File: config.mk
export PLATFORM = sky130hd
export DESIGN_NAME = apb4_mem_slave
export DESIGN_NICKNAME = d
export VERILOG_FILES = /design/src/rtl/apb4_mem_slave.sv
export SDC_FILE = /design/constraint.sdc
export NUM_CORES = 2
export LEC_CHECK = 0
export BUFFER_PORTS_ARGS = -buffer_cell sky130_fd_sc_hd__buf_2
export CORE_MARGIN = 2
export CORE_UTILIZATION = 50
export DETAILED_ROUTE_END_ITERATION = 7
export GPL_ROUTABILITY_DRIVEN = 0
export PLACE_DENSITY = 0.68
export SETUP_SLACK_MARGIN = 0.15
export SLEW_MARGIN = 20
export SYNTH_ARGS = -nofsm -noshare
export SYNTH_HDL_FRONTEND = slang
export SYNTH_SLANG_ARGS = --single-unit
File: constraint.sdc
create_clock -name pclk -period 2.6 [get_ports pclk]
set_input_delay 0.26 -clock pclk [delete_from_list [all_inputs] [get_ports pclk]]
set_output_delay 0.26 -clock pclk [all_outputs]
set_load 0.005 [all_outputs]
File: src/rtl/apb4_mem_slave.sv
// APB4 memory-mapped slave.
// A register-array memory with byte-lane write strobes, a fixed number of wait
// states per transfer, an error response for misaligned or out-of-range
// addresses, and a saturating count of errored transfers.
module apb4_mem_slave #(
  parameter int DATA_WIDTH  = 32,
  parameter int ADDR_WIDTH  = 32,
  parameter int DEPTH       = 64,
  parameter int WAIT_CYCLES = 0,
  parameter int ERR_CNT_W   = 8
) (
  input  logic                    pclk,
  input  logic                    presetn,
  input  logic                    psel,
  input  logic                    penable,
  input  logic                    pwrite,
  input  logic [ADDR_WIDTH-1:0]   paddr,
  input  logic [DATA_WIDTH-1:0]   pwdata,
  input  logic [DATA_WIDTH/8-1:0] pstrb,
  output logic                    pready,
  output logic [DATA_WIDTH-1:0]   prdata,
  output logic                    pslverr,
  output logic [ERR_CNT_W-1:0]    err_cnt
);

  localparam int NBYTES = DATA_WIDTH / 8;
  localparam int LSB    = $clog2(NBYTES);
  localparam int IDX_W  = $clog2(DEPTH);

  // Address bits that must be zero: the byte offset inside a word, and every
  // bit above the highest word index.
  localparam logic [ADDR_WIDTH-1:0] ALIGN_MASK = ADDR_WIDTH'(NBYTES - 1);
  localparam logic [ADDR_WIDTH-1:0] RANGE_MASK = ~ADDR_WIDTH'(NBYTES * DEPTH - 1);

  localparam logic [3:0] WAIT_LOAD = 4'(WAIT_CYCLES);

  typedef enum logic [1:0] {
    IDLE   = 2'd0,
    SETUP  = 2'd1,
    ACCESS = 2'd2
  } state_t;

  state_t                 state_q, state_d;
  logic [3:0]             wcnt_q, wcnt_d;
  logic [ERR_CNT_W-1:0]   err_cnt_q, err_cnt_d;
  logic [DATA_WIDTH-1:0]  mem_q [DEPTH];

  logic             misaligned;
  logic             out_of_range;
  logic             err;
  logic [IDX_W-1:0] idx;
  logic             complete;
  logic             wr_en;

  // Address decode and transfer qualifiers for the current cycle.
  always_comb begin
    misaligned   = |(paddr & ALIGN_MASK);
    out_of_range = |(paddr & RANGE_MASK);
    err          = misaligned | out_of_range;
    idx          = paddr[LSB +: IDX_W];
    pready       = (state_q == ACCESS) && (wcnt_q == 4'd0);
    complete     = (state_q == ACCESS) && psel && pready;
    wr_en        = complete && pwrite && !err;
    pslverr      = pready && err;
    prdata       = (pready && !err) ? mem_q[idx] : '0;
    err_cnt      = err_cnt_q;
  end

  // Next-state logic for the transfer FSM, wait counter and error counter.
  always_comb begin
    state_d   = state_q;
    wcnt_d    = wcnt_q;
    err_cnt_d = err_cnt_q;
    case (state_q)
      IDLE: begin
        if (psel && !penable) state_d = SETUP;
      end
      SETUP: begin
        if (psel && penable) begin
          state_d = ACCESS;
          wcnt_d  = WAIT_LOAD;
        end else begin
          state_d = IDLE;
        end
      end
      ACCESS: begin
        if (!psel) begin
          // Master abandoned the transfer: nothing is written or counted.
          state_d = IDLE;
        end else if (pready) begin
          state_d = (psel && !penable) ? SETUP : IDLE;
          if (err && (err_cnt_q != '1)) err_cnt_d = err_cnt_q + 1'b1;
        end else if (wcnt_q != 4'd0) begin
          wcnt_d = wcnt_q - 4'd1;
        end
      end
      default: state_d = IDLE;
    endcase
  end

  // Control state; asynchronous reset drops any transfer in flight.
  always_ff @(posedge pclk or negedge presetn) begin
    if (!presetn) begin
      state_q   <= IDLE;
      wcnt_q    <= 4'd0;
      err_cnt_q <= '0;
    end else begin
      state_q   <= state_d;
      wcnt_q    <= wcnt_d;
      err_cnt_q <= err_cnt_d;
    end
  end

  // Memory array: byte lanes written on the completing edge; contents survive reset.
  always_ff @(posedge pclk) begin
    if (wr_en) begin
      for (int i = 0; i < NBYTES; i++) begin
        if (pstrb[i]) mem_q[idx][8*i +: 8] <= pwdata[8*i +: 8];
      end
    end
  end

endmodule

==> results.md <==
- The cell at the root of the clock tree is clkbuf_16.
- The area of the die is between 150000 and 200000 um^2.
- The layout filler cell count is 11000.
- Global routing used a little under a third of the available tracks across all layers.
- The peak per-stage delay on the critical path is ~0.39 ns.
- For this block, the routed nets add up to around 260000 um of wire.
- At the pin with the least slew margin, the transition time is between 0.9 and 1 ns.
- The commonest register cell after synthesis is edfxtp_1.
- The path class of the lowest-slack min-delay path is input port to register.
- After global routing the overflow that remains totals 0.
- The worst setup path is launched from a register.
- TritonCTS built the clock tree.
- The total number of placement rows is around 150.
- The internal reg-to-reg setup slack is roughly 0.10 ns.
- The critical path endpoint category is an output port.
- The cell type with the highest occurrence count on the critical path is buf_12.
- The synthesis warning total is 0.
- The number of I/O pins is around 120.
- The biggest area contributor in the post-synthesis netlist is edfxtp_1.
- The total count of hold-check failures in the final report was 0.
- The initial antenna violation count came to 5.
- For this run, the register share of the synthesized area comes to between 70% and 80%.
- The H-tree was split into 4 levels.
- The worst setup path is of the register to output port kind.
- Total power for the finished layout comes to between 60 and 70 mW.
- In the routed design, unresolved DRC markers number 4.
- Compared with the post-synthesis result, the final layout area differs by 23.5%.
- Setup repair after global routing could not meet its margin everywhere.
- The die is a little over 400 um wide.
- The total of max-cap violations is 0.
- In the synthesized netlist, the number of instances is 4469.
- The later pin in the worst-skew pair is clocked with a latency of between 0.8 and 0.9 ns.
- The height of the die is just over 400 um.
- The fraction of synthesized cell area taken by the top area cell type is 75.8%.
- The via count of the first global-routing pass is a little under 50000.
- The final number of max-transition violations is 0.
- The worst max-slew margin expressed relative to the limit is between 30% and 40%.
- The post-route minimum period is between 3 and 4 ns.
- The detail route stage leaves a number of antenna-violating nets equal to 0.
- The total via count in the routed design is 50300.
- The proportion of synthesized flip-flops having asynchronous set or reset is less than 1%.
- The number of flops mapped to enable cells by yosys is around 2000.
- Once detailed placement completed, the half-perimeter wirelength came to approximately 170000 um.
- The first TritonRoute pass finished after 8 iterations.
- After clock tree synthesis, the clock-pin slew on the worst setup and hold paths is about 0.060 ns.
- The maximum achievable frequency is between 200 and 300 MHz.
- In this run, the number of DRC markers left after iteration 0 of detailed routing was about 8800.
- The cell with the biggest individual delay on the critical path is dfrtp_1.
- The leakage power figure is about 33 nW.
- The first global-routing pass estimated approximately 360000 um of wire.
- The longest clock path from root to sink contains 3 buffers.
- The core region is between 150000 and 200000 um^2.
- Synthesis inferred ~2100 register bits.
- The final reports fail on design-rule violations, negative setup slack.
- In this run the worst path has a maximum fanout of 7.
- At the worst endpoint, the required time is 2.34 ns.
- Of the available clock period, the critical path in the final layout requires 133%.
- For this design the ratio of total power to cell area is ~700 nW/um^2.
- The ratio of cells with drive above 1 in the final layout is 33.8%.
- Setup violations remaining at the end of the flow were counted as 32.
- The netlist uses 76 different library cells.
- The peak ir drop on the vdd network is around 760 uV.
- The total clock sinks is between 2000 and 2500.
- The clock skew is ~0.034 ns.
- Data arrives at the worst endpoint at 3.21 ns.
- The setup slack at placement is -0.928 ns.
- Walking the worst path, the cells encountered are inv_2 -> ha_4 -> nor3b_4 -> nand2_2 -> nor3_4 -> buf_12 -> buf_12 -> buf_16 -> o211ai_1 -> a2111oi_4 -> buf_4 -> buf_6.
- The average routed wire per standard cell is around 34 um.
- By count the netlist is led by edfxtp_1 (2048), nor2_1 (411), mux4_2 (234).
- The initial utilization of the core area, before any placement, comes to between 50% and 60%.
- The CTS buffer count is 200.
- Summing every instance area after synthesis gives around 81000 um^2.
- Once routing completed, OpenROAD measured the worst setup slack at -0.870 ns.
- The pin count of the biggest net entering global routing is 65.
- The mean number of vias per cell is 6.51.
- By area the synthesized netlist is led by edfxtp_1 (76%), mux4_2 (6.5%), mux2_2 (2.1%).
- The synthesized area per cell is about 18 um^2.
- The leading cell type by number of instances after synthesis is edfxtp_1.
- The flow ran to the end, but the final reports show violations.
- The post-synthesis net count is approximately 4500.
- After the last flow step, the layout net total stands at approximately 5500.
- The count of port buffers added during placement is about 110.
[cell usage in the layout (no fill, tap or decap), types with 10 or more instances in the layout]
master         instances
a2111oi_4             14
dfrtp_1               14
o211ai_1              20
a21oi_1               71
nand2_1              207
nor3_1                10
o22ai_1              154
or3_1                 15
a31oi_1               10
nand3b_1              14
clkinv_2              38
a2bb2oi_1             11
a22oi_1               46
buf_6                 70
a221oi_1              20
o2bb2ai_1             10
buf_8                 58
a32oi_1               14
o21ai_0               57
nor2_1               314
buf_12               139
a211oi_1              21
dlygate4sd3_1         23
buf_4                636
nor2_4                86
o221ai_1             179
nand3_1               37
buf_2                 86
mux2i_1              140
or3b_2                19
edfxtp_1            2048
clkbuf_16            210
clkinv_1              37
nor2_2                11
mux4_2               234
mux2_2               151
clkbuf_1              46
bufinv_16             20
nor2b_1               44
[layout make-up]
| cell class | instances | area, um^2 | share of cell area (%) |
|---|---|---|---|
| clock inverter | 117 | 1220 | 1.22 |
| clock buffer | 250 | 5260 | 5.24 |
| antenna | 8 | 20.0 | 0.0200 |
| tap | 2160 | 2700 | 2.70 |
| sequential | 2062 | 61800 | 61.7 |
| inverter | 15 | 68.8 | 0.0687 |
| timing repair buffer | 1024 | 10200 | 10.2 |
| multi-input combinational | 2087 | 18900 | 18.9 |
[metal layers]
layer	share of wire, %	global-route usage, %	up-vias
met1	35	41.4	25400
met4	6.4	17.3	4
li1	-	-	20000
met5	0.062	0.119	-
met3	14	9.63	842
met2	44	45.6	3937
[cells by family after synthesis]
kind of cell / share of synthesized area, %
flip-flops: 76.2
AND/OR/NAND/NOR: 4.63
AO/OA/AOI/OAI: 6.43
multiplexers: 10.3
buffers and inverters: 2.30
XOR/XNOR: 0.108
adder cells (fa/ha/maj): 0.0308
[final timing paths]
check / from / endpoint / depth (start not counted)
setup / recovery: wcnt_q[0] / prdata[28] / 12
hold / removal: pwdata[12] / mem_q[11][12] / 1
setup reg to reg: wcnt_q[0] / mem_q[18][3] / 10
hold reg to reg: err_cnt[7] / err_cnt[7] / 1
max in group asynchronous: presetn / state_q[1] / 3
min in group asynchronous: presetn / err_cnt[7] / 3
[sequential cells by signal (all words and copies together) (netlist names)]
signal	count
wcnt_q	4
mem_q	2048
err_cnt	8
state_q	2
[worst max-delay path, delay by kind of cell, from the launching register on]
family | cells | cell delay [ns]
fa+ha+maj | 1 | 0.13
compound gates | 2 | 0.55
buf+inv | 6 | 0.82
simple gates | 3 | 0.45
flops | 1 | 0.39
[metrics by stage]
step,util (%),area (um^2),hold WS [ns],instances,TNS (ns)
floorplan,-,81200,-0.0356,4469,0
global placement,56.4,90700,0.176,7284,-63.99
detailed placement,56.4,90700,0.176,7284,-74.53
CTS,61.1,98400,0.00373,7693,-22.47
global route,62.3,100000,0.0540,7717,-27.13
finish,62.3,100000,0.0620,7723,-23.46
[power breakdown]
part	internal (mW)	switching, mW	leakage, nW	total (mW)
Clock	16.3	12.5	3.15	28.9
Sequential	36.6	0.0352	18.6	36.6
Combinational	1.69	2.76	11.2	4.45
Total	54.6	15.3	33.0	69.9
[repair_timing]
item / CTS / global route
buffers inserted: 18 / 8
hold buffers: 23 / 0
setup endpoints to repair: 264 / 219
pin swaps: 33 / 66
endpoints found under the hold margin: 493 / 0
gates resized for setup: 121 / 367
cloned: 1 / 14
Note: power is estimated with default switching activity, not from simulation.
